### src/rtl/qspi_shift_engine.sv
// qspi_shift_engine: QSPI TX serialiser / RX deserialiser over 1, 2 or 4 IO lanes.
// MODE_ZERO counts dummy cycles without touching the pads or the RX word.
module qspi_shift_engine #(
    parameter int DATA_W = 32,
    parameter int LEN_W  = $clog2(DATA_W) + 1
) (
    input  logic              clk_i,
    input  logic              reset_i,
    input  logic              start_i,
    input  logic [1:0]        mode_i,
    input  logic              dir_i,
    input  logic [LEN_W-1:0]  len_i,
    input  logic [DATA_W-1:0] tx_data_i,
    input  logic              shift_tick_i,
    input  logic [3:0]        io_in_i,
    output logic [3:0]        io_out_o,
    output logic [3:0]        io_oe_o,
    output logic [DATA_W-1:0] rx_data_o,
    output logic [2:0]        lane_w_o,
    output logic              busy_o,
    output logic              done_o
);
    localparam logic [1:0] MODE_ZERO   = 2'd0;
    localparam logic [1:0] MODE_SINGLE = 2'd1;
    localparam logic [1:0] MODE_DUAL   = 2'd2;
    localparam logic [1:0] MODE_QUAD   = 2'd3;

    localparam logic [1:0] IDLE  = 2'd0;
    localparam logic [1:0] SHIFT = 2'd1;
    localparam logic [1:0] DONE  = 2'd2;

    logic [1:0]        state_q, state_d;
    logic [1:0]        mode_q, mode_d;
    logic              dir_q, dir_d;
    logic [DATA_W-1:0] tx_q, tx_d;
    logic [DATA_W-1:0] rx_q, rx_d;
    logic [2:0]        lane_q, lane_d;
    logic [LEN_W-1:0]  ticks_q, ticks_d;

    logic [LEN_W-1:0]  len_c, ticks_n;
    logic [2:0]        lane_n;
    logic              shifting;

    assign len_c   = (len_i > LEN_W'(DATA_W)) ? LEN_W'(DATA_W) : len_i;
    assign lane_n  = (mode_i == MODE_ZERO)   ? 3'd0 :
                     (mode_i == MODE_SINGLE) ? 3'd1 :
                     (mode_i == MODE_DUAL)   ? 3'd2 : 3'd4;
    // Dummy cycles are not clamped; data modes round up to whole lane groups.
    assign ticks_n = (mode_i == MODE_ZERO)   ? len_i :
                     (mode_i == MODE_SINGLE) ? len_c :
                     (mode_i == MODE_DUAL)   ? (len_c + LEN_W'(1)) >> 1 :
                                               (len_c + LEN_W'(3)) >> 2;

    always_comb begin
        state_d = state_q;
        mode_d  = mode_q;
        dir_d   = dir_q;
        tx_d    = tx_q;
        rx_d    = rx_q;
        lane_d  = lane_q;
        ticks_d = ticks_q;
        if (state_q == IDLE && start_i) begin
            mode_d  = mode_i;
            dir_d   = dir_i;
            tx_d    = tx_data_i;
            rx_d    = '0;
            lane_d  = lane_n;
            ticks_d = ticks_n;
            state_d = (ticks_n == '0) ? DONE : SHIFT;
        end else if (state_q == SHIFT && shift_tick_i) begin
            rx_d    = (mode_q == MODE_SINGLE) ? {rx_q[DATA_W-2:0], io_in_i[1]} :
                      (mode_q == MODE_DUAL)   ? {rx_q[DATA_W-3:0], io_in_i[1:0]} :
                      (mode_q == MODE_QUAD)   ? {rx_q[DATA_W-5:0], io_in_i} : rx_q;
            tx_d    = tx_q << lane_q;
            ticks_d = ticks_q - LEN_W'(1);
            state_d = (ticks_q == LEN_W'(1)) ? DONE : SHIFT;
        end else if (state_q == DONE) begin
            state_d = IDLE;
        end
    end

    always_ff @(posedge clk_i or posedge reset_i) begin
        if (reset_i) begin
            state_q <= IDLE;
            mode_q  <= MODE_ZERO;
            dir_q   <= 1'b0;
            tx_q    <= '0;
            rx_q    <= '0;
            lane_q  <= '0;
            ticks_q <= '0;
        end else begin
            state_q <= state_d;
            mode_q  <= mode_d;
            dir_q   <= dir_d;
            tx_q    <= tx_d;
            rx_q    <= rx_d;
            lane_q  <= lane_d;
            ticks_q <= ticks_d;
        end
    end

    assign shifting  = (state_q == SHIFT);
    assign io_out_o  = !shifting                 ? 4'b0000 :
                       (mode_q == MODE_SINGLE)   ? {3'b000, tx_q[DATA_W-1]} :
                       (mode_q == MODE_DUAL)     ? {2'b00, tx_q[DATA_W-1 -: 2]} :
                       (mode_q == MODE_QUAD)     ? tx_q[DATA_W-1 -: 4] : 4'b0000;
    assign io_oe_o   = !shifting                         ? 4'b0000 :
                       (mode_q == MODE_SINGLE)           ? 4'b0001 :
                       (mode_q == MODE_DUAL && !dir_q)   ? 4'b0011 :
                       (mode_q == MODE_QUAD && !dir_q)   ? 4'b1111 : 4'b0000;
    assign rx_data_o = rx_q;
    assign lane_w_o  = lane_q;
    assign busy_o    = shifting;
    assign done_o    = (state_q == DONE);
endmodule
### config.mk
export PLATFORM = sky130hd
export DESIGN_NAME = qspi_shift_engine
export DESIGN_NICKNAME = d
export VERILOG_FILES = /design/src/rtl/qspi_shift_engine.sv
export SDC_FILE = /design/constraint.sdc
export NUM_CORES = 1
export LEC_CHECK = 0
export CORE_MARGIN = 10
export CORE_UTILIZATION = 58
export DETAILED_ROUTE_END_ITERATION = 10
export PLACE_DENSITY = 0.87
export SLEW_MARGIN = 10
export SYNTH_ARGS = -nofsm -noshare
export SYNTH_HDL_FRONTEND = slang
export SYNTH_SLANG_ARGS = --single-unit
### constraint.sdc
create_clock -name clk_i -period 6.3 [get_ports clk_i]
set_input_delay 1.89 -clock clk_i [delete_from_list [all_inputs] [get_ports clk_i]]
set_output_delay 1.89 -clock clk_i [all_outputs]
set_load 0.1 [all_outputs]
; Yosys cells after proc, flatten, opt, wreduce, memory -nomap -nowiden
; Index checks and enable logic that the tools add are counted.
[op_classes]
n_addsub = 3
n_lt_le_gt_ge = 1
n_eq_ne = 8
shifts = 1
muxes = 29
reduce_logical = 12
[ops]
columns = operator, count
row1 = $mux W32, 7
row2 = $mux W4, 8
row3 = $shl A32 B3 Y32, 1
row4 = $mux W6, 5
row5 = $mux W2, 5
row6 = $mux W3, 3
row7 = $eq A2 B2 Y1 const B, 4
row8 = $add A6 B1 Y6 const B, 1
row9 = $add A6 B2 Y6 const B, 1
row10 = $eq A2 B1 Y1 const B, 3
row11 = $eq A6 B1 Y1 const B, 1
row12 = $gt A6 B6 Y1 const B, 1
row13 = $logic_not A6 Y1, 1
row14 = $sub A6 B1 Y6 const B, 1
row15 = $mux W5, 1
row16 = $logic_and A1 B1 Y1, 4
row17 = $logic_not A2 Y1, 2
row18 = $reduce_bool A4 Y1, 1
row19 = $reduce_bool A3 Y1, 1
row20 = $reduce_and A2 Y1, 1
row21 = $reduce_bool A2 Y1, 1
row22 = $logic_not A1 Y1, 1
[totals]
ff_bits = 78
inputBits = 49
word_cells = 61

; Longest topological paths before layout
; Gate-level depths: netlist of run 1.
[logic_depth]
ltp_word = 9
depth_mapped = 8
mapped_depth_nobuf = 6

; Worst setup path after synthesis of run 1
; No wires, ideal clock.
[synth_path]
path_kind = reg2out
from = register mode_q[1]
to = output io_out_o[0]
t_arrival_ns = 3.335
required_time_ns = 4.410
setup_slack_ns = 1.075
stages_incl_launch_ff = 7
path_buffers = 3
cell_sequence = dfrtp_1 > clkbuf_1 > nor2b_1 > clkbuf_1 > clkbuf_1 > a22oi_1 > nor3_1
[synth_via]
elab_chain_cells = 5
elab_cells_between_ends = 7
cone_classes = eq/ne (3) / mux (4)
[synth_lines]
columns = item, line_no
row1 = "start, declared", 33  ; logic [1:0] mode_q, mode_d;
row2 = "start signal, assigned", 93  ; mode_q <= mode_d;
row3 = $eq A2 B2 Y1, 106  ; (mode_q == MODE_QUAD) ? tx_q[DATA_W-1 -: 4] : 4'b0000;
row4 = $mux W4, 106
row5 = $mux W4, 105  ; (mode_q == MODE_DUAL) ? {2'b00, tx_q[DATA_W-1 -: 2]} :
row6 = $mux W4 *, 104  ; (mode_q == MODE_SINGLE) ? {3'b000, tx_q[DATA_W-1]} :
row7 = $mux W4 *, 103  ; assign io_out_o = !shifting ? 4'b0000 :
row8 = "end, declared", 16  ; output logic [3:0] io_out_o,
; Mark *: on every way between the ends. The rest lies on a longest branch, timed or not.

; Worst setup path in the final report of run 1
[layout_path]
from = register lane_q[1], in the netlist lane_w_o[1]
to = output lane_w_o[1]
[layout_lines]
columns = item, line_no
row1 = "start, declared", 37  ; logic [2:0] lane_q, lane_d;
row2 = "start signal, assigned", 97  ; lane_q <= lane_d;
row3 = "end, declared", 19  ; output logic [2:0] lane_w_o,
; No word-level cell between the ends.

==> results of run 1 <==
flip-flops by register name, summed over array words and instances, names as in the netlist:
signal / count
rx_data_o: 32
tx_q: 32
ticks_q: 6
lane_w_o: 3
mode_q: 2
state_q: 2
dir_q: 1
metrics by stage:
step,cell area [µm²],utilization,total power (µW)
after floorplan,5300,-,2480
after global placement,6160,0.700,2860
after detailed placement,6160,0.700,2930
after CTS,6390,0.725,3360
after global routing,6390,0.725,3570
final,6390,0.725,3370
layout by cell type (no fill, tap or decap), drive strengths merged, types with 3 or more instances in the layout:
master / count
a211oi: 3
a21oi: 35
a221o: 3
a221oi: 4
a22oi: 33
buf: 10
clkbuf: 11
clkdlybuf4s50: 91
dfrtp: 78
inv: 8
mux2: 31
mux2i: 85
nand2: 88
nand2b: 5
nand3: 7
nor2: 50
nor2b: 4
nor3: 6
o21ai: 73
or4: 3
routing by layer:
metal	vias to the layer above	track usage	share of wire
met3	14	0.0517	0.076
met2	171	0.337	0.49
met5	-	0	0
li1	2269	-	-
met1	2246	0.262	0.42
met4	0	0.0541	0.011
synth_stat cells, drive strengths merged (2+ instances only):
master / count / area share
a211oi: 3 / 0.0042
a21o: 2 / 0.0028
a21oi: 35 / 0.033
a221o: 3 / 0.0059
a221oi: 4 / 0.0066
a22oi: 33 / 0.047
and2: 2 / 0.0024
and3: 2 / 0.0024
buf: 27 / 0.032
clkbuf: 27 / 0.019
dfrtp: 78 / 0.37
ha: 2 / 0.0047
inv: 8 / 0.0057
mux2: 31 / 0.066
mux2i: 85 / 0.16
nand2: 88 / 0.062
nand2b: 5 / 0.0059
nand3: 7 / 0.0066
nor2: 50 / 0.035
nor2b: 4 / 0.0047
nor3: 6 / 0.0066
o21a: 2 / 0.0028
o21ai: 73 / 0.072
o2bb2ai: 2 / 0.0045
o31ai: 2 / 0.0028
or4: 3 / 0.0052
xnor2: 2 / 0.0033
xor2: 2 / 0.0033
how the worst max path moves through the flow:
stage                     start            end  slack [ns]  cells past startpoint
finish              lane_w_o[1]    lane_w_o[1]        1.72                      1
floorplan             mode_q[1]    io_out_o[0]        1.07                      6
global route        lane_w_o[1]    lane_w_o[1]        1.65                      1
global placement        start_i  rx_data_o[31]        2.07                      6
CTS                 lane_w_o[1]    lane_w_o[1]        1.73                      1
detailed placement      start_i  rx_data_o[19]        2.00                      6
cell type report:
cell class	instances	area (µm²)
fillers	667	2420
multi-input cells	462	3060
flip-flops and latches	78	1950
clock buffers	11	151
repair buffers	101	986
clock inverters	4	70.1
well taps	108	135
inverters	8	30.0
power by group:
part           total [µW]  switching (µW)  internal, µW
logic                2020            1360           662
registers             921             238           683
clock network         425             184           242
total                3370            1780          1590
cell families (layout without fill, tap and decap cells):
kind of cell	Yosys count	after routing
simple gates	172	172
compound gates	168	168
mux	116	116
buf+inv	62	124
xor+xnor	4	4
flops	78	78
fa+ha+maj	2	2
==> impl_results.md, run 1 <==
* Run status: completed
* Crit path cell chain: clkdlybuf4s50_1
* Final net count at 711
* Syn Std Cell Area at 0.00530 mm²
* Final-report setup violation count at 0
* Crit path kind: reg -> out
* Clk root buf: clkbuf_8
* DP Cell Count at 757
* Number of port buffers at 93
* CTS Buffer Depth at 2
* Fin cells at 772
* IO Count at 94
* Die Wd at 116 µm
* Pwr per Cell Area at 528 mW/mm²
* Adder-cell share of the synthesized area at 0.00472
* Die area at 0.0134 mm²
* Leakage at 0.00252 µW
* Cts repair resizes at 0
* DRT iter0 DRCs at 344
* DRC errors left at 0
* Post-synth EDFFs at 0
* CP max stage cell: clkdlybuf4s50_1
* Vias at 4700
* Setup TNS at 0 ns
* Routability cong. at 0.849
* Layout cells sized above 1 at 0.107
* Worst reg2reg endpoint: rx_data_o[9]
* Reg2Reg Setup Slack at 3.83 ns
* Maxcap violations at 0
* Compound-gate portion of the synthesized area at 0.196
* Sequential-to-total area share from yosys stat at 0.368
* Congestion Overflow GR at 0
* Post-synth net total at 653
* Hold_ws at 0.487 ns
* RSZ-0062 raised after global routing: no
* Core Area at 0.00881 mm²
* Reg2Reg Launch Point: state_q[1]
* Final Hold Viols at 0
* Routed length per instance at 17.9 µm
* Synth Instances at 602
* Hold Crit Start: mode_q[0]
* Worst reg2reg path depth at 5
* Final worst slack at 1.72 ns
* Delay-heaviest family, CP: buffers and inverters
* Vias in the first global route at 4555
* Antenna viol nets, final at 0
* Via/cell ratio at 6.09
* Simple-gate share of the synthesized area at 0.141
* Clk_lat worst skew at 0.35 ns
* Max Slew Vio Count at 0
* CP required at 4.41 ns
* Place WS at 2.00 ns
* TritonCTS buffer count at 9
* Initial antenna violation count at 0
* Hold endpoint: mode_q[0]
* HP Class: reg -> reg
* Min Tclk post-route at 4.58 ns
* Cts hold-fix bufs at 0
* Worst-Margin Slew at 1.06 ns
* Crit path buffers/inverters at 1
* Cell Rows at 34
* Yosys warning count at 0
* First-pass GRT wire length at 22700 µm
* Post-DP HPWL at 9790 µm
* Worst-path clk slew at 0.08 ns
* Mux share of post-synthesis cell area at 0.226
* Synth Area in XOR/XNOR at 0.00661
* CTS sink cnt at 78
* DR pass1 iterations at 5
* CTS tree: yes
* Hold Crit Depth at 2
* Routed WL at 13800 µm
* Syn_area_per_cell at 8.80 µm²
* CP endpoint kind: output pin
* Clock Skews at 0.0110 ns
* Post-synthesis register bit count at 78
* GRT Total Usage at 0.205
* Max frequency at 218 MHz
* Largest net degree at the start of global routing at 59
* Critical Path Fanout Max at 38
* Synth-to-Final Area Change at 20.5%
* Initial Utilization at 0.602
* Worst setup SP type: register
* Main synth FF type: dfrtp_1
* Critical path arrival at 2.69 ns
* VDD IR max at 0.304 mV
* Library cells used by synthesis at 54
* Die height at 116 µm
* Post-CTS Setup Inserts at 0
* Crit-path max cell delay at 1.32 ns
* Final cycle utilization of the critical path at 0.727
* H-tree depth at 3
* Async set or reset register ratio after synthesis at 1.00
* Main combinational cell family by area after synthesis: multiplexers
* Antenna diodes at 0
* Max-slew headroom at 0.292
Note: power is estimated with default switching activity, not from simulation.
==> run 2: changes to the inputs <==
--- a/config.mk
+++ b/config.mk
@@ -6,9 +6,9 @@
 export NUM_CORES = 1
 export LEC_CHECK = 0
 export CORE_MARGIN = 10
-export CORE_UTILIZATION = 58
+export CORE_UTILIZATION = 49
 export DETAILED_ROUTE_END_ITERATION = 10
-export PLACE_DENSITY = 0.87
+export PLACE_DENSITY = 0.78
 export SLEW_MARGIN = 10
 export SYNTH_ARGS = -nofsm -noshare
 export SYNTH_HDL_FRONTEND = slang
==> constraint.sdc (replaced) <==
create_clock -name clk_i -period 4.15 [get_ports clk_i]
set_input_delay 1.245 -clock clk_i [delete_from_list [all_inputs] [get_ports clk_i]]
set_output_delay 1.245 -clock clk_i [all_outputs]
set_load 0.1 [all_outputs]
==> run 2 against run 1 <==
Effect of this change:
- critical endpoint is now io_out_o[0]
- power up 50%
- die area grew 15%
- final cell count increased by 3.8%
- largest cell class unchanged
- sequential power up 61%
- core utilization is 11 points lower
- combinational power grew 49%
- flip-flop and latch count unchanged
- clock-buffer cell count down 1
==> impl_results.md, run 2 (same netlist as run 1, synthesis figures left out) <==
* Run status: completed
* Routed WL at 13800 µm (-0.33%)
* CTS sink cnt at 78 (unchanged)
* Critical path arrival at 2.08 ns (-0.61 ns)
* Delay-heaviest family, CP: buffers and inverters
* Worst-path clk slew at 0.07 ns (about the same)
* Post-DP HPWL at 9690 µm (-1.0%)
* Crit-path max cell delay at 0.43 ns (-0.89 ns)
* Antenna diodes at 0 (unchanged)
* Initial Utilization at 0.509 (-0.0930)
* Routed length per instance at 17.2 µm (-3.9%)
* Clk root buf: clkbuf_8
* Min Tclk post-route at 3.32 ns
* Via/cell ratio at 5.80 (-4.7%)
* DRT iter0 DRCs at 527 (+53%)
* Cts hold-fix bufs at 0 (unchanged)
* Final net count at 711 (unchanged)
* Area of placed instances at 0.00624 mm² (+1.2%)
* Final Hold Viols at 0 (unchanged)
* Internal power at 2350 µW (+48%)
* Vias in the first global route at 4511 (-0.97%)
* CP max stage cell: dfrtp_1
* Initial antenna violation count at 0 (unchanged)
* HP Class: reg -> reg
* First-pass GRT wire length at 22200 µm (-2.0%)
* CTS Buffer Depth at 2 (unchanged)
* Cell Rows at 37 (+8.8%)
* Antenna viol nets, final at 0 (unchanged)
* Die Wd at 124 µm (+7.3%)
* Sw frac at 0.535 (+0.00572)
* Layout cells sized above 1 at 0.126 (+0.0194)
* Worst setup SP type: register
* RSZ-0062 raised after global routing: no
* Synth-to-Final Area Change at 21.4%
* Final cycle utilization of the critical path at 0.800
* Cts repair resizes at 0 (unchanged)
* Clk_lat worst skew at 0.37 ns (+0.02 ns)
* Number of port buffers at 93 (unchanged)
* Die height at 124 µm (+7.3%)
* CTS tree: yes
* Most frequent cells in the layout: nand2_1, mux2i_1, clkdlybuf4s50_1, dfrtp_1, o21ai_0
* Pwr per Cell Area at 785 mW/mm² (+49%)
* Largest net degree at the start of global routing at 61 (+3.4%)
* Routability cong. at 0.894 (+5.2%)
* Setup TNS at 0 ns (unchanged)
* TritonCTS buffer count at 9 (unchanged)
* NetSw at 2700 µW (+51%)
* DRC errors left at 0 (unchanged)
* Vias at 4648 (-1.1%)
* Clock Skews at 0.0105 ns (-0.000437 ns)
* DR pass1 iterations at 5 (unchanged)
* Critical Path Fanout Max at 34 (-11%)
* Combinational share of power at 0.594 (-0.006)
* Clock Power Share at 0.113 (-0.013)
* Core Area at 0.0104 mm² (+18%)
* CP endpoint kind: output pin
* H-tree depth at 3 (unchanged)
* Max-slew headroom at 0.305 (+0.0134)
* Die area at 0.0154 mm² (+15%)
* Final-report setup violation count at 0 (unchanged)
* Maxcap violations at 0 (unchanged)
* Post-CTS Setup Inserts at 0 (unchanged)
* Crit path buffers/inverters at 2 (+1)
* Max Slew Vio Count at 0 (unchanged)
* Worst-Margin Slew at 1.04 ns (-0.0200 ns)
* Sequential Power Share at 0.293 (+0.020)
* Crit path cell chain: buf_4 > mux2_2 > a22oi_1 > nor3_2 > buf_12
* Crit path kind: reg -> out
* GRT Total Usage at 0.178 (-0.0270)
* Congestion Overflow GR at 0 (unchanged)
* CP required at 2.90 ns (-1.51 ns)
* Max frequency at 301 MHz
* IO Count at 94 (unchanged)
* Leakage at 0.00253 µW (+0.48%)
* Commonest non-fill, non-tap cell in the layout: nand2_1
* VDD IR max at 0.662 mV (+120%)
* Fin area at 0.00643 mm² (+0.71%)
[run 2: final timing paths]
path | start | endpoint | slack, ns | cells past startpoint
hold reg to reg | dir_q | dir_q | 0.52 | 2
min in group asynchronous | reset_i | tx_q[21] | 1.20 | 2
setup / recovery | mode_q[0] | io_out_o[0] | 0.83 | 5
setup reg to reg | state_q[0] | rx_data_o[31] | 1.77 | 6
max in group asynchronous | reset_i | lane_w_o[1] | 2.27 | 3
hold / removal | dir_q | dir_q | 0.52 | 2
[run 2: through the flow]
stage / cells / setup WS, ns / util / total power (µW) / hold slack [ns]
5_1_grt: 801 / 0.706 / 0.617 / 5370 / 0.545
3_5_place_dp: 785 / 0.762 / 0.599 / 4470 / 0.498
4_1_cts: 801 / 0.792 / 0.617 / 5050 / 0.516
2_1_floorplan: 602 / 0.125 / - / 3760 / 0.469
6_report: 801 / 0.829 / 0.617 / 5050 / 0.516
3_3_place_gp: 785 / 0.854 / 0.599 / 4390 / 0.477
[run 2: power groups by stage]
stage | clock network (µW) | logic [µW] | registers [µW]
2_1_floorplan | 0 | 1830 | 1930
3_3_place_gp | 0 | 2930 | 1460
3_5_place_dp | 0 | 2990 | 1480
4_1_cts | 582 | 3010 | 1470
5_1_grt | 612 | 3230 | 1530
6_report | 572 | 3000 | 1480
[run 2: cell type report]
cell class | instances | area (µm²)
Timing Repair Buffer | 101 | 1020
Sequential cell | 78 | 1950
Clock buffer | 10 | 128
Tap cell | 136 | 170
Inverter | 8 | 30.0
Clock inverter | 6 | 62.6
Multi-Input combinational cell | 462 | 3070
Fill cell | 873 | 3990
[run 2: worst min-delay path: cells and delay by family (launching register included)]
kind	cells	cell delay, ns
DFF	1	0.37
and+or+nand+nor	2	0.12
[run 2: metal layers]
layer  wire length (µm)  track usage  vias to the layer above
li1                   -            -                     2267
met1               6190        0.234                     2233
met2               6500        0.282                      131
met3                866       0.0362                       17
met4                197       0.0669                        0
met5                  0            0                        -
